`config.mk`:
```
export PLATFORM = sky130hd
export DESIGN_NAME = color_scan_sequencer
export DESIGN_NICKNAME = d
export VERILOG_FILES = /design/src/rtl/color_pkg.sv /design/src/rtl/color_pulse_counter.sv /design/src/rtl/color_scan_sequencer.sv
export SDC_FILE = /design/constraint.sdc
export NUM_CORES = 1
export LEC_CHECK = 0
export BUFFER_PORTS_ARGS = -buffer_cell sky130_fd_sc_hd__buf_4
export CAP_MARGIN = 30
export CELL_PAD_IN_SITES_DETAIL_PLACEMENT = 2
export CELL_PAD_IN_SITES_GLOBAL_PLACEMENT = 2
export CORE_ASPECT_RATIO = 1.2
export CORE_UTILIZATION = 44
export CTS_BUF_LIST = sky130_fd_sc_hd__clkbuf_16
export DETAILED_ROUTE_END_ITERATION = 10
export HOLD_SLACK_MARGIN = 0.05
export PLACE_DENSITY = 0.84
export SLEW_MARGIN = 20
export SYNTH_ARGS = -nofsm -noshare
export SYNTH_HDL_FRONTEND = slang
export SYNTH_SLANG_ARGS = --single-unit
```
`constraint.sdc`:
```
create_clock -name i_clk_color_50 -period 9.5 [get_ports i_clk_color_50]
set_input_delay 0 -clock i_clk_color_50 [delete_from_list [all_inputs] [get_ports i_clk_color_50]]
set_output_delay 0 -clock i_clk_color_50 [all_outputs]
set_load 0.03 [all_outputs]
```
`src/rtl/color_pkg.sv`:
```
// Shared FSM/phase types and TCS-style sensor filter codes for the colour scan sequencer.
package color_pkg;

  localparam int CNT_W_DEF = 22;

  typedef enum logic [2:0] {
    ST_IDLE,
    ST_SETTLE,
    ST_GATE,
    ST_STORE,
    ST_DONE
  } state_e;

  typedef enum logic [1:0] {
    PH_RED   = 2'd0,
    PH_BLUE  = 2'd1,
    PH_GREEN = 2'd2,
    PH_CLEAR = 2'd3
  } phase_e;

  // {s2, s3}
  localparam logic [1:0] S23_RED   = 2'b00;
  localparam logic [1:0] S23_BLUE  = 2'b01;
  localparam logic [1:0] S23_GREEN = 2'b11;
  localparam logic [1:0] S23_CLEAR = 2'b10;

  function automatic logic [1:0] phase_code(input phase_e ph);
    case (ph)
      PH_RED:   return S23_RED;
      PH_BLUE:  return S23_BLUE;
      PH_GREEN: return S23_GREEN;
      default:  return S23_CLEAR;
    endcase
  endfunction

endpackage

```
`src/rtl/color_pulse_counter.sv`:
```
// Synchronises the asynchronous sensor output, detects rising edges and counts them
// while enabled; the count saturates at all-ones and raises a sticky flag.
module color_pulse_counter #(
  parameter int CNT_W = 8
) (
  input  logic             i_clk,
  input  logic             i_rst,
  input  logic             i_out,
  input  logic             i_en,
  input  logic             i_clr,
  output logic [CNT_W-1:0] o_cnt,
  output logic             o_sat
);

  localparam logic [CNT_W-1:0] CNT_MAX    = '1;
  localparam logic [CNT_W-1:0] CNT_MAX_M1 = {{(CNT_W-1){1'b1}}, 1'b0};

  logic             r_sync1;
  logic             r_sync2;
  logic             r_prev;
  logic [CNT_W-1:0] r_cnt;
  logic             r_sat;
  logic             w_rise;

  assign w_rise = r_sync2 & ~r_prev;

  always_ff @(posedge i_clk or posedge i_rst) begin
    if (i_rst) begin
      r_sync1 <= 1'b0;
      r_sync2 <= 1'b0;
      r_prev  <= 1'b0;
      r_cnt   <= '0;
      r_sat   <= 1'b0;
    end else begin
      r_sync1 <= i_out;
      r_sync2 <= r_sync1;
      r_prev  <= r_sync2;
      if (i_clr) begin
        r_cnt <= '0;
        r_sat <= 1'b0;
      end else if (i_en && w_rise && (r_cnt != CNT_MAX)) begin
        r_cnt <= r_cnt + 1'b1;
        if (r_cnt == CNT_MAX_M1) r_sat <= 1'b1;
      end
    end
  end

  assign o_cnt = r_cnt;
  assign o_sat = r_sat;

endmodule

```
`src/rtl/color_scan_sequencer.sv`:
```
// Steps the colour sensor through RED/BLUE/GREEN filters, counting pulses per phase and
// publishing all channels at once with a valid/ready handshake. CLEAR_CHANNEL_EN adds a CLEAR phase.
module color_scan_sequencer
  import color_pkg::*;
#(
  parameter int SETTLE_CYC = 50000,
  parameter int GATE_CYC   = 500000,
  parameter int CNT_W      = CNT_W_DEF
) (
  input  logic             i_clk_color_50,
  input  logic             i_rst,
  input  logic             i_start,
  input  logic             i_abort,
  input  logic             i_out,
  output logic             o_s0,
  output logic             o_s1,
  output logic             o_s2,
  output logic             o_s3,
  output logic [CNT_W-1:0] o_red_cnt,
  output logic [CNT_W-1:0] o_green_cnt,
  output logic [CNT_W-1:0] o_blue_cnt,
`ifdef CLEAR_CHANNEL_EN
  output logic [CNT_W-1:0] o_clear_cnt,
`endif
  output logic             o_valid,
  input  logic             i_ready,
  output logic             o_busy,
  output logic             o_sat
);

  localparam int TMR_MAX = (SETTLE_CYC > GATE_CYC) ? SETTLE_CYC : GATE_CYC;
  localparam int TMR_W   = $clog2(TMR_MAX + 1);
  localparam logic [TMR_W-1:0] SETTLE_END = TMR_W'(SETTLE_CYC - 1);
  localparam logic [TMR_W-1:0] GATE_END   = TMR_W'(GATE_CYC - 1);
`ifdef CLEAR_CHANNEL_EN
  localparam phase_e PH_LAST = PH_CLEAR;
`else
  localparam phase_e PH_LAST = PH_GREEN;
`endif

  state_e           r_state;
  phase_e           r_phase;
  logic [TMR_W-1:0] r_tmr;
  logic [CNT_W-1:0] r_sh_red, r_sh_green, r_sh_blue;
  logic [CNT_W-1:0] r_red, r_green, r_blue;
  logic             r_sat_acc, r_sat, r_valid, r_busy;
  logic [1:0]       r_s23;
  logic [CNT_W-1:0] w_cnt;
  logic             w_sat;
`ifdef CLEAR_CHANNEL_EN
  logic [CNT_W-1:0] r_sh_clear, r_clear;
`endif

  color_pulse_counter #(.CNT_W(CNT_W)) u_pulse (
    .i_clk (i_clk_color_50),
    .i_rst (i_rst),
    .i_out (i_out),
    .i_en  (r_state == ST_GATE),
    .i_clr (r_state == ST_SETTLE),
    .o_cnt (w_cnt),
    .o_sat (w_sat)
  );

  always_ff @(posedge i_clk_color_50 or posedge i_rst) begin
    if (i_rst) begin
      r_state    <= ST_IDLE;
      r_phase    <= PH_RED;
      r_tmr      <= '0;
      r_sh_red   <= '0;
      r_sh_green <= '0;
      r_sh_blue  <= '0;
      r_red      <= '0;
      r_green    <= '0;
      r_blue     <= '0;
      r_sat_acc  <= 1'b0;
      r_sat      <= 1'b0;
      r_valid    <= 1'b0;
      r_busy     <= 1'b0;
      r_s23      <= 2'b00;
`ifdef CLEAR_CHANNEL_EN
      r_sh_clear <= '0;
      r_clear    <= '0;
`endif
    end else begin
      case (r_state)
        ST_IDLE: begin
          if (i_start) begin
            r_state   <= ST_SETTLE;
            r_phase   <= PH_RED;
            r_tmr     <= '0;
            r_sat_acc <= 1'b0;
            r_busy    <= 1'b1;
            r_s23     <= S23_RED;
          end
        end
        ST_SETTLE, ST_GATE, ST_STORE: begin
          if (i_abort) begin
            r_state <= ST_IDLE;
            r_busy  <= 1'b0;
            r_s23   <= 2'b00;
          end else if (r_state == ST_SETTLE) begin
            r_tmr <= (r_tmr == SETTLE_END) ? '0 : r_tmr + 1'b1;
            if (r_tmr == SETTLE_END) r_state <= ST_GATE;
          end else if (r_state == ST_GATE) begin
            r_tmr <= (r_tmr == GATE_END) ? '0 : r_tmr + 1'b1;
            if (r_tmr == GATE_END) r_state <= ST_STORE;
          end else begin
            case (r_phase)
              PH_RED:   r_sh_red   <= w_cnt;
              PH_BLUE:  r_sh_blue  <= w_cnt;
              PH_GREEN: r_sh_green <= w_cnt;
`ifdef CLEAR_CHANNEL_EN
              PH_CLEAR: r_sh_clear <= w_cnt;
`endif
              default: ;
            endcase
            r_sat_acc <= r_sat_acc | w_sat;
            if (r_phase == PH_LAST) begin
              r_state <= ST_DONE;
              r_busy  <= 1'b0;
              r_s23   <= 2'b00;
            end else begin
              r_state <= ST_SETTLE;
              r_phase <= phase_e'(r_phase + 2'd1);
              r_tmr   <= '0;
              r_s23   <= phase_code(phase_e'(r_phase + 2'd1));
            end
          end
        end
        ST_DONE: begin
          // First DONE cycle publishes the whole scan; afterwards wait for ready.
          if (!r_valid) begin
            r_red   <= r_sh_red;
            r_green <= r_sh_green;
            r_blue  <= r_sh_blue;
`ifdef CLEAR_CHANNEL_EN
            r_clear <= r_sh_clear;
`endif
            r_sat   <= r_sat_acc;
            r_valid <= 1'b1;
          end else if (i_ready) begin
            r_valid <= 1'b0;
            if (i_start) begin
              r_state   <= ST_SETTLE;
              r_phase   <= PH_RED;
              r_tmr     <= '0;
              r_sat_acc <= 1'b0;
              r_busy    <= 1'b1;
              r_s23     <= S23_RED;
            end else begin
              r_state <= ST_IDLE;
            end
          end
        end
        default: r_state <= ST_IDLE;
      endcase
    end
  end

  assign o_s0        = r_busy;
  assign o_s1        = r_busy;
  assign o_s2        = r_s23[1];
  assign o_s3        = r_s23[0];
  assign o_busy      = r_busy;
  assign o_valid     = r_valid;
  assign o_sat       = r_sat;
  assign o_red_cnt   = r_red;
  assign o_green_cnt = r_green;
  assign o_blue_cnt  = r_blue;
`ifdef CLEAR_CHANNEL_EN
  assign o_clear_cnt = r_clear;
`endif

endmodule

```
### Word level (Yosys, flattened, before mapping)

Cells that the tools add are included.

| operators by class | value |
|---|---|
| shifts and indexed selects | 0 |
| multipliers | 0 |
| eq/ne operators | 25 |
| divide/modulo/power cells | 0 |
| add/sub/neg operators | 3 |
| $lt $le $gt $ge | 0 |
| reduce and logical (&&, ||, !) cells | 20 |
| mux-type cells | 60 |
| bitwise gates (word level) | 7 |

Operators by type and width:

| kind | number |
|---|---|
| $mux 19 | 9 |
| $pmux 19 s3 | 1 |
| $mux 22 | 2 |
| $reduce_and 5->1 | 6 |
| $mux 2 | 14 |
| $mux 3 | 9 |
| $add 22x1->22 const B | 1 |
| $eq 22x22->1 const B | 1 |
| $ne 22x22->1 const B | 1 |
| $add 19x1->19 const B | 1 |
| $eq 19x16->1 const B | 1 |
| $eq 19x19->1 const B | 1 |
| $mux 1 | 19 |
| $pmux 2 s3 | 3 |
| $ne 2x2->1 const B | 7 |
| $reduce_and 6->1 | 2 |
| $ne 3x3->1 const B | 3 |
| $pmux 3 s3 | 1 |
| $reduce_and 7->1 | 1 |
| $eq 3x2->1 const B | 2 |
| $pmux 1 s3 | 2 |
| $ne 5x5->1 const B | 1 |
| $not 1->1 | 5 |
| $eq 2x1->1 const B | 2 |
| other kinds (15) | 20 |

| storage, ports and cells | value |
|---|---|
| register bits after elaboration | 188 |
| RAM bits | 0 |
| memories | 0 |
| ROM bits | 0 |
| logic and storage cells | 134 |
| bits in latches | 0 |
| output and inout bits | 73 |

### Longest topological paths before layout

Gate-level depths: netlist of the first run.

| depth | value |
|---|---|
| word-level depth | 8 |
| gate-level depth with buffers | 9 |
| gate-level depth less buffers | 7 |

### Hierarchy

From an unflattened synthesis of the first run, not the netlist that was laid out.

| unflattened totals | value |
|---|---|
| cells, all modules | 640 |
| area total of the unflattened synthesis | 8197.9 µm² |

Modules (own cells, without submodules):

| module | area an instance (µm²) | cells an instance | instances | sequential area each (µm²) |
|---|---|---|---|---|
| color_scan_sequencer | 6678.9 | 478 | 1 | 4053.9 |
| color_pulse_counter | 1519.0 | 162 | 1 | 650.6 |

### Least setup slack after synthesis of the first run

OpenSTA, ideal clock, no wires.

| timing | value |
|---|---|
| path type | register to register |
| from | register r_phase[0] |
| to | register r_tmr[13] |
| stages on the path, launching flop included | 9 |
| arrival | 2.017 ns |
| path slack | 7.405 ns |
| path buffers | 1 |
| clock period less this slack | 2.095 ns |
| setup time | 0.078 ns |
| cell sequence | dfrtp_1 inv_1 ha_1 a21oi_1 o221ai_1 or2_1 clkbuf_1 or4_1 a21oi_1 |

| on the way | value |
|---|---|
| cells in the longest elaborated chain, start to end | 3 |

RTL lines:

| item | line | RTL |
|---|---|---|
| start: declaration | color_scan_sequencer.sv:42 | `phase_e r_phase;` |
| start signal: assignment | color_scan_sequencer.sv:124 | `r_phase <= phase_e'(r_phase + 2'd1);` |
| $eq 2x2->1 | color_scan_sequencer.sv:118 | `if (r_phase == PH_LAST) begin` |
| $ne 4x2->1 (no line) | n/a |  |
| $reduce_and 5->1 (no line) | n/a |  |
| end signal: assignment | color_scan_sequencer.sv:102 | `r_tmr <= (r_tmr == SETTLE_END) ? '0 : r_tmr + 1'b1;` |
| end signal: assignment | color_scan_sequencer.sv:105 | `r_tmr <= (r_tmr == GATE_END) ? '0 : r_tmr + 1'b1;` |
| end: declaration | color_scan_sequencer.sv:43 | `logic [TMR_W-1:0] r_tmr;` |

No other way between the ends.
A chain may end at the register's enable or synchronous reset.

### Worst setup path after layout of the first run

| timing | value |
|---|---|
| from | register r_state[1] |
| to | register r_red[13] (netlist: o_red_cnt[13]) |

| on the way | value |
|---|---|
| cells in the longest elaborated chain, start to end | 2 |

RTL lines:

| item | line | RTL |
|---|---|---|
| start: declaration | color_scan_sequencer.sv:41 | `state_e r_state;` |
| start signal: assignment | color_scan_sequencer.sv:66 | `r_state <= ST_IDLE;` |
| start signal: assignment | color_scan_sequencer.sv:88 | `r_state <= ST_SETTLE;` |
| start signal: assignment | color_scan_sequencer.sv:98 | `r_state <= ST_IDLE;` |
| $eq 3x3->1 | color_scan_sequencer.sv:85 | `case (r_state)` |
| $reduce_and 2->1 (no line) | n/a |  |
| end signal: assignment | color_scan_sequencer.sv:133 | `r_red <= r_sh_red;` |
| end: declaration | color_scan_sequencer.sv:45 | `logic [CNT_W-1:0] r_red, r_green, r_blue;` |

No other way between the ends.

==> results of run 1 <==
how the worst max path moves through the flow:
stage / from / cells after the start / end
floorplan: i_rst / 1 / o_blue_cnt[0]
global route: r_state[1] / 5 / o_red_cnt[13]
global placement: r_state[1] / 5 / o_blue_cnt[15]
detailed placement: r_phase[0] / 7 / r_tmr[17]
CTS: r_state[1] / 5 / o_red_cnt[13]
finish: r_state[1] / 5 / o_red_cnt[13]
per-stage QoR:
| step | cell area [um^2] | total power (uW) |
|---|---|---|
| after CTS | 9470 | 1820 |
| final | 9490 | 1810 |
| after global routing | 9490 | 1880 |
| after detailed placement | 8870 | 1130 |
| after floorplan | 8140 | 1050 |
| after global placement | 8870 | 1110 |
cell families (layout without fill, tap and decap cells):
logic type / Yosys count / after routing / share of synthesized area (%)
buffers and inverters: 51 / 136 / 3.05
adder cells (fa/ha/maj): 7 / 7 / 1.08
XOR/XNOR: 12 / 12 / 1.29
AND/OR/NAND/NOR: 179 / 179 / 11.9
multiplexers: 132 / 132 / 18.3
AO/OA/AOI/OAI: 84 / 84 / 6.61
flip-flops: 188 / 188 / 57.8
final cells by class:
type / instances / area [um^2]
inverter: 12 / 52.6
fill: 1704 / 8690
multi-input combinational: 414 / 3200
sequential: 188 / 4700
clock buffer: 17 / 425
tap: 224 / 280
clock inverter: 15 / 124
timing repair buffer: 92 / 703
state kept, by name, summed over array words and instances (netlist names), 2 cells and up:
name           cells
u_pulse.o_cnt     22
r_s23              2
r_tmr             19
r_sh_red          22
r_state            3
r_sh_green        22
o_green_cnt       22
r_phase            2
o_blue_cnt        22
r_sh_blue         22
o_red_cnt         22
metal layers:
metal  wire (um)  vias to the layer above
met5           0                        -
met4         433                        0
met3         514                       31
met2       13400                       91
met1        9400                     3035
li1            -                     2507
worst reg2reg max path, cell delays in order, from the launching register on:
cell and delay [ns]:
dfrtp_1 0.62, nor2_1 0.53, nand2_1 0.23, nor2_4 0.15, buf_4 0.71, mux2_2 0.47
cell usage after synthesis, drive strengths merged (8+ instances only):
master | number | area, um^2
dfrtp | 188 | 4700
mux2 | 129 | 1450
nand2 | 51 | 191
nor2 | 27 | 101
o21ai | 26 | 130
buf | 25 | 149
nand4 | 20 | 125
a21oi | 18 | 90.1
nand3 | 18 | 95.1
clkbuf | 14 | 53.8
inv | 12 | 45.0
or3 | 12 | 75.1
a31oi | 9 | 62.6
xor2 | 9 | 78.8
or4 | 8 | 60.1
power breakdown:
group | switching [uW] | total [uW] | internal (uW)
clock | 325 | 685 | 360
combinational | 171 | 253 | 81.9
sequential | 44.4 | 871 | 827
total | 540 | 1810 | 1270
==> results_dict.tcl, run 1 <==
set metrics [dict create \
    grt_pass1_wl_mm 38.4 \
    crit_family "simple AND/OR/NAND/NOR gates" \
    leakage_uw 0.00457 \
    timing.hold.ws_ns 0.0696 \
    slew_viol_final 0 \
    yosysWarnings 0 \
    syn_avg_cell_area_um2 12.5 \
    worst_pin_slew_ns 0.922 \
    grtUsageMet1_pct 30.2 \
    avgViaCountPerCell 5.89 \
    cp.arrival_ns 3.15 \
    hold_start "i_ready" \
    fin_cells 962 \
    slew-limit-headroom_pct 38.5 \
    dieWidth_um 126 \
    async_reset_ff_share_pct 100 \
    drive_above_1_share_pct 35.4 \
    antenna_cells 0 \
    post-route-drc-count 0 \
    dpl.hpwl_mm 14.1 \
    hold_buffers 5 \
    dp_slack_ns 6.75 \
    utilization_pct 52.2 \
    h-tree-depth 4 \
    mostFrequentLayoutCells "188 x dfrtp_1, 129 x mux2_2, 86 x buf_4, 51 x nand2_1, 26 x nor2_1" \
    final_common_cell "dfrtp_1" \
    synth_seq_cells 188 \
    root_buffer "clkbuf_16" \
    r2r_start "r_state[1]" \
    clkTransAtPathRegs_ns 0.07 \
    critPathRequiredTime_ns 9.82 \
    syn2layout_area_growth_pct 16.6 \
    ant_nets 0 \
    cp-start-kind "register" \
    grt_max_degree 125 \
    netlist-cell-type-count 59 \
    gp_congestion 0.835 \
    die_area_um2 19000 \
    drv_cap 0 \
    synth_fp_nets 666 \
    clkLatencyLatePin_ns 0.44 \
    post_cts_buffers 0 \
    grt_pass1_vias 6546 \
    path_max_fanout 67 \
    routedWlPerCell_um 24.6 \
    p_per_area_nw_per_um2 191 \
    top_usage_layer "met2" \
    port_buffers 78 \
    io-pin-count 79 \
    cts.sinks 188 \
    crit_chain "nor2_1 -> nand2_1 -> nor2_4 -> buf_4 -> mux2_2" \
    cts_tree "done" \
    synth_ff_type "dfrtp_1" \
    crit_path_max_incr_delay_ns 0.71 \
    ctsLongestPathBuffers 2 \
    synth_edf_count 0 \
    r2r_slack_ns 6.67 \
    cts_buffers 17 \
    hold_path_end "r_state[2]" \
    start_util_pct 44.8 \
    outcome "finished clean" \
    skew_ns 0.0153 \
    drtPass1Iterations 4 \
    synth-seq-area-share_pct 57.8 \
    coreArea_um2 18200 \
    routed_wl_mm 23.7 \
    cts_resized 0 \
    nets 738 \
    vias 5664 \
    gr-total-overflow 0 \
    hold_depth 4 \
    finalHoldViolCount 0 \
    syn_area_um2 8140 \
    setup_viol 0 \
    worst_hold_path_type "primary input to register" \
    setup_tns_ns 0 \
    placed_cells 923 \
    endpoint_kind "register" \
    period_share_pct 29.8 \
    syn_inst 653 \
    path_class "register to register" \
    antenna_found_initial 0 \
    grt_use_total_pct 26.5 \
    fmax_mhz 353 \
    r2r_cells 5 \
    use_met2_pct 51.0 \
    setup_slack_ns 6.67 \
    cp_num_buf_inv 1 \
    rows 54 \
    die_y_um 151 \
    fin_crit_ns 2.83 \
    met3_usage_pct 3.53 \
    cp_slowest_cell "buf_4" \
    rsz0062_at_grt "no" \
    drt_iter0_drc 251 \
    vdd_drop_max_mv 0.127 \
    r2r_end "o_red_cnt[13]" \
]
Note: power is estimated with default switching activity, not from simulation.
==> run 2, diff against run 1 <==
--- a/config.mk
+++ b/config.mk
@@ -5,16 +5,17 @@
 export SDC_FILE = /design/constraint.sdc
 export NUM_CORES = 1
 export LEC_CHECK = 0
+export ABC_AREA = 1
 export BUFFER_PORTS_ARGS = -buffer_cell sky130_fd_sc_hd__buf_4
 export CAP_MARGIN = 30
 export CELL_PAD_IN_SITES_DETAIL_PLACEMENT = 2
 export CELL_PAD_IN_SITES_GLOBAL_PLACEMENT = 2
 export CORE_ASPECT_RATIO = 1.2
-export CORE_UTILIZATION = 44
+export CORE_UTILIZATION = 34
 export CTS_BUF_LIST = sky130_fd_sc_hd__clkbuf_16
 export DETAILED_ROUTE_END_ITERATION = 10
 export HOLD_SLACK_MARGIN = 0.05
-export PLACE_DENSITY = 0.84
+export PLACE_DENSITY = 0.74
 export SLEW_MARGIN = 20
 export SYNTH_ARGS = -nofsm -noshare
 export SYNTH_HDL_FRONTEND = slang
==> constraint.sdc (replaced) <==
create_clock -name i_clk_color_50 -period 2.45 [get_ports i_clk_color_50]
set_input_delay 0 -clock i_clk_color_50 [delete_from_list [all_inputs] [get_ports i_clk_color_50]]
set_output_delay 0 -clock i_clk_color_50 [all_outputs]
set_load 0.03 [all_outputs]
==> results_dict.tcl, run 2 <==
set metrics [dict create \
    outcome "finished clean" \
    cp_num_buf_inv 3 \
    antenna_found_initial 0 \
    coreArea_um2 24000 \
    drv_cap 0 \
    crit_path_max_incr_delay_ns 0.56 \
    setup_tns_ns 0 \
    routedWlPerCell_um 17.6 \
    cts_tree "done" \
    post_cts_buffers 0 \
    gp_congestion 0.790 \
    grt_pass1_wl_mm 37.2 \
    fin_cells 1263 \
    grt_pass1_vias 6991 \
    crit_cells 9 \
    syn_area_um2 8300 \
    root_buffer "clkbuf_16" \
    skew_ns 0.0143 \
    crit_path_start "r_state[1]" \
    critPathRequiredTime_ns 2.78 \
    path_class "register to register" \
    slew-limit-headroom_pct 63.9 \
    crit_end "r_state[0]" \
    die_area_um2 25000 \
    fin_crit_ns 2.27 \
    avgViaCountPerCell 4.92 \
    worst_hold_path_type "primary input to register" \
    synth.most_common_cell "nand2_1" \
    synth_fp_nets 855 \
    die_y_um 173 \
    ant_nets 0 \
    yosysWarnings 0 \
    synth_ff_type "dfrtp_1" \
    crit_chain "inv_1 -> nand3_4 -> inv_2 -> nand2_1 -> nand2_1 -> nand2_1 -> nand3_1 -> nand2_1 -> dlygate4sd3_1" \
    r2r_start "r_state[1]" \
    endpoint_kind "register" \
    nets 943 \
    clkLatencyLatePin_ns 0.44 \
    period_share_pct 92.6 \
    cp_slowest_cell "dlygate4sd3_1" \
    p_per_area_nw_per_um2 753 \
    rsz0062_at_grt "no" \
    vdd_drop_max_mv 0.480 \
    ctsLongestPathBuffers 2 \
    post-route-drc-count 0 \
    clkTransAtPathRegs_ns 0.08 \
    cts.sinks 188 \
    syn_inst 842 \
    netlist-cell-type-count 34 \
    r2r_cells 9 \
    mostFrequentLayoutCells "188 x nand2_1, 188 x dfrtp_1, 91 x o21ai_0, 89 x buf_4, 66 x mux2_2" \
    r2r_slack_ns 0.18 \
    vias 6211 \
    drive_above_1_share_pct 23.2 \
    slew_viol_final 0 \
    synth_edf_count 0 \
    rows 62 \
    setup_viol 0 \
    crit_path_frequent_cell "nand2_1" \
    finalHoldViolCount 0 \
    async_reset_ff_share_pct 100 \
    synth_seq_cells 188 \
    cp-start-kind "register" \
    synth_commonest_cells "189 x nand2_1, 188 x dfrtp_1, 91 x o21ai_0" \
    dieWidth_um 145 \
    cp.arrival_ns 2.59 \
    postPlaceCellArea_um2 9260 \
    gr-total-overflow 0 \
    grt_max_degree 99 \
    drt_iter0_drc 234 \
    syn2layout_area_growth_pct 19.3 \
    synth_area_leader_cell "dfrtp_1" \
    h-tree-depth 4 \
    routed_wl_mm 22.2 \
    yosysTopAreaCellShare_pct 56.7 \
    grt_use_total_pct 19.1 \
    cts_buffers 17 \
    dpl.hpwl_mm 15.6 \
    crit_family "buffers and inverters" \
    drtPass1Iterations 4 \
    worst_pin_slew_ns 0.542 \
    fmax_mhz 441 \
    utilization_pct 41.3 \
    synth-seq-area-share_pct 56.7 \
    port_buffers 78 \
    synth_area_leaders "dfrtp_1 57%, mux2_2 9.0%, nand2_1 8.6%" \
    io-pin-count 79 \
    antenna_cells 0 \
    r2r_end "r_state[0]" \
    path_max_fanout 12 \
    syn_avg_cell_area_um2 9.85 \
    leakage_uw 0.00477 \
    start_util_pct 34.6 \
    placed_cells 1225 \
    fin_area_um2 9900 \
]
==> run 2: cell types whose count changed after synthesis, moves of 10 or more <==
cell | before | now
buf_2 | 17 | 7
inv_1 | 12 | 65
mux2_2 | 129 | 66
nand2_1 | 51 | 189
nand3_1 | 17 | 42
nor2_1 | 27 | 63
nor3_1 | 3 | 13
o21ai_0 | 22 | 91
or3_1 | 12 | 0
==> run 2: metrics by stage <==
| stage | hold slack (ns) | total power (uW) | setup slack (ns) |
|---|---|---|---|
| after floorplan | 0.0314 | 4420 | 0.0295 |
| after global placement | -0.0874 | 4740 | 0.510 |
| after detailed placement | -0.0887 | 4790 | 0.397 |
| after CTS | 0.104 | 7560 | 0.0962 |
| after global routing | 0.148 | 7820 | 0.0536 |
| final | 0.0980 | 7450 | 0.181 |
==> run 2: worst register-to-register path, cell delays in order (launching register included) <==
cell	delay [ns]
dfrtp_1	0.43
inv_1	0.22
nand3_4	0.23
inv_2	0.17
nand2_1	0.07
nand2_1	0.20
nand2_1	0.14
nand3_1	0.10
nand2_1	0.05
dlygate4sd3_1	0.56
==> run 2: repair_timing <==
| action | CTS | global route |
|---|---|---|
| setup endpoints to repair | 0 | 1 |
| resized for setup | 0 | 3 |
| hold buffers | 6 | 0 |
| hold endpoints to repair | 196 | 0 |
==> run 2: where the power goes <==
part	switching (uW)	internal, uW	leakage [uW]	total, uW
Clock	1350	1360	0.000283	2710
Sequential	137	3220	0.00260	3350
Combinational	996	393	0.00188	1390
==> run 2: layout make-up <==
class | instances | area [um^2]
Inverter | 69 | 263
Sequential cell | 188 | 4700
Tap cell | 320 | 400
Multi-Input combinational cell | 555 | 3150
Fill cell | 2565 | 14100
Clock inverter | 15 | 146
Timing Repair Buffer | 99 | 808
Clock buffer | 17 | 425
==> run 2: how the worst min path moves through the flow <==
| stage | to | slack [ns] | from | depth (start not counted) |
|---|---|---|---|---|
| 2_1_floorplan | u_pulse.r_sync1 | 0.03 | i_out | 0 |
| 3_3_place_gp | o_green_cnt[18] | -0.09 | i_rst | 2 |
| 3_5_place_dp | o_green_cnt[18] | -0.09 | i_rst | 2 |
| 4_1_cts | o_valid | 0.10 | i_ready | 5 |
| 5_1_grt | r_state[2] | 0.15 | i_ready | 5 |
| 6_report | r_state[2] | 0.1 | i_ready | 5 |
==> run 2: kinds of logic (layout without fill, tap and decap cells) <==
| logic type | Yosys count | count (layout) | synth area share [%] |
|---|---|---|---|
| fa+ha+maj | 7 | 7 | 1.06 |
| xor+xnor | 14 | 14 | 1.48 |
| compound gates | 118 | 118 | 7.47 |
| flops | 188 | 188 | 56.7 |
| simple gates | 350 | 350 | 18.9 |
| buf+inv | 99 | 200 | 5.40 |
| mux | 66 | 66 | 8.96 |
==> run 2: metal layers <==
| metal | share of wire, % | global-route usage, % | up-vias |
|---|---|---|---|
| li1 | - | - | 2954 |
| met1 | 43 | 23.0 | 3159 |
| met2 | 54 | 34.9 | 74 |
| met3 | 1.8 | 2.96 | 24 |
| met4 | 1.3 | 4.69 | 0 |
| met5 | 0 | 0 | - |
==> run 3, diff against run 2 <==
--- a/config.mk
+++ b/config.mk
@@ -6,16 +6,16 @@
 export NUM_CORES = 1
 export LEC_CHECK = 0
 export ABC_AREA = 1
-export BUFFER_PORTS_ARGS = -buffer_cell sky130_fd_sc_hd__buf_4
+export BUFFER_PORTS_ARGS = -buffer_cell sky130_fd_sc_hd__buf_2
 export CAP_MARGIN = 30
 export CELL_PAD_IN_SITES_DETAIL_PLACEMENT = 2
 export CELL_PAD_IN_SITES_GLOBAL_PLACEMENT = 2
 export CORE_ASPECT_RATIO = 1.2
-export CORE_UTILIZATION = 34
+export CORE_UTILIZATION = 41
 export CTS_BUF_LIST = sky130_fd_sc_hd__clkbuf_16
 export DETAILED_ROUTE_END_ITERATION = 10
 export HOLD_SLACK_MARGIN = 0.05
-export PLACE_DENSITY = 0.74
+export PLACE_DENSITY = 0.84
 export SLEW_MARGIN = 20
 export SYNTH_ARGS = -nofsm -noshare
 export SYNTH_HDL_FRONTEND = slang
==> constraint.sdc (replaced) <==
create_clock -name i_clk_color_50 -period 2.8 [get_ports i_clk_color_50]
set_input_delay 0 -clock i_clk_color_50 [delete_from_list [all_inputs] [get_ports i_clk_color_50]]
set_output_delay 0 -clock i_clk_color_50 [all_outputs]
set_load 0.03 [all_outputs]
==> results_dict.tcl, run 3 (synthesized netlist as in run 2, its figures left out) <==
set metrics [dict create \
    outcome "finished clean" \
    clkLatencyLatePin_ns 0.44 \
    setup_viol 0 \
    cts_buffers 17 \
    die_y_um 158 \
    ctsLongestPathBuffers 2 \
    antenna_cells 0 \
    cp_slowest_cell "nand3_2" \
    fin_crit_ns 2.38 \
    power_frac_comb_pct 18.4 \
    crit_chain "inv_1 -> nor2_4 -> inv_1 -> nor2_4 -> nand3_2 -> o21ai_0" \
    setup_slack_ns 0.421 \
    drv_cap 0 \
    p_sw_share_pct 33.8 \
    postPlaceCellArea_um2 8970 \
    endpoint_kind "register" \
    cts.sinks 188 \
    drive_above_1_share_pct 22.4 \
    crit_path_max_incr_delay_ns 0.68 \
    gp_congestion 0.815 \
    dp_slack_ns 0.530 \
    path_max_fanout 44 \
    die_area_um2 20800 \
    cp-start-kind "register" \
    vdd_drop_max_mv 0.433 \
    io-pin-count 79 \
    rows 56 \
    p_int_uw 4280 \
    period_share_pct 85.0 \
    setup_tns_ns 0 \
    worst_pin_slew_ns 0.882 \
    grt_max_degree 69 \
    leakage_uw 0.00474 \
    p_switching_uw 2180 \
    slew-limit-headroom_pct 41.2 \
    p_clk_share_pct 36.2 \
    p_per_area_nw_per_um2 673 \
    timing.hold.ws_ns 0.0465 \
    port_buffers 78 \
    gr-total-overflow 0 \
    nets 937 \
    fin_area_um2 9600 \
    grt_pass1_vias 7193 \
    p_seq_share_pct 45.4 \
    finalHoldViolCount 0 \
    ant_nets 0 \
    h-tree-depth 4 \
    drt_iter0_drc 202 \
    routed_wl_mm 24.3 \
    dpl.hpwl_mm 16.4 \
    routedWlPerCell_um 20.3 \
    vias 6382 \
    syn2layout_area_growth_pct 15.7 \
    antenna_found_initial 0 \
    critPathRequiredTime_ns 3.10 \
    start_util_pct 42.1 \
    fmax_mhz 420 \
    grt_pass1_wl_mm 39.5 \
    dieWidth_um 132 \
    clkTransAtPathRegs_ns 0.08 \
    path_class "register to register" \
    grt_use_total_pct 24.7 \
    avgViaCountPerCell 5.33 \
    rsz0062_at_grt "no" \
    coreArea_um2 19700 \
    post-route-drc-count 0 \
    n_fill_cell 2063 \
    slew_viol_final 0 \
    cp.arrival_ns 2.68 \
    root_buffer "clkbuf_16" \
    skew_ns 0.0145 \
    drtPass1Iterations 5 \
    mostFrequentLayoutCells "188 x nand2_1, 188 x dfrtp_1, 91 x o21ai_0, 78 x buf_2, 66 x mux2_2" \
    cts_tree "done" \
    worst_hold_path_type "primary input to asynchronous set/reset pin" \
]
==> run 3: layer usage <==
layer / vias to the layer above / track usage, % / part of all wire, %
met4: 0 / 8.53 / 2.1
li1: 2938 / - / -
met1: 3306 / 27.5 / 40
met3: 42 / 3.33 / 1.7
met2: 96 / 48.0 / 56
met5: - / 0 / 0
==> run 3: cell type report <==
cell class,count,area [um^2],share of cell area (%)
Multi-Input combinational cell,555,3150,32.8
Sequential cell,188,4700,49.0
Timing Repair Buffer,93,603,6.28
Clock inverter,15,133,1.38
Inverter,69,263,2.74
Tap cell,261,327,3.40
Clock buffer,17,425,4.43
==> run 3: metrics by stage <==
| stage | power [uW] | util [%] | instances |
|---|---|---|---|
| 2_1_floorplan | 3870 | - | 842 |
| 5_1_grt | 6740 | 48.8 | 1198 |
| 3_3_place_gp | 4090 | 45.6 | 1160 |
| 6_report | 6470 | 48.8 | 1198 |
| 3_5_place_dp | 4150 | 45.6 | 1160 |
| 4_1_cts | 6530 | 48.7 | 1197 |
==> run 3: power by group through the flow <==
stage	Clock [uW]	Combinational, uW	Sequential (uW)
final	2340	1190	2940
after global routing	2480	1310	2950
after CTS	2390	1210	2930
after detailed placement	0	1160	2980
after global placement	0	1130	2970
after floorplan	0	892	2980
==> run 3: timing repair <==
| item | 4_1_cts | 5_1_grt |
|---|---|---|
| endpoints found under the hold margin | 40 | 0 |
| buffers inserted | 0 | 0 |
| hold buffers | 5 | 0 |
| resized for setup | 0 | 0 |
| endpoints found under the setup margin | 0 | 0 |
==> run 3: final timing paths <==
check,start,endpoint,slack (ns),depth (start not counted)
max in group asynchronous,i_rst,u_pulse.o_cnt[5],2.04,5
max reg2reg,r_state[1],r_sh_red[10],0.42,6
min in group i_clk_color_50,i_out,u_pulse.r_sync1,0.20,2
min reg2reg,u_pulse.r_sync1,u_pulse.r_sync2,0.36,0
min,i_rst,r_sh_red[18],0.05,3
max,r_state[1],r_sh_red[10],0.42,6
==> run 3: worst max-delay path: cells and delay by family (launching register included) <==
family | cells | cell delay (ns)
DFF | 1 | 0.40
AOI/OAI and AO/OA | 1 | 0.57
buffers and inverters | 2 | 0.25
and+or+nand+nor | 3 | 0.99
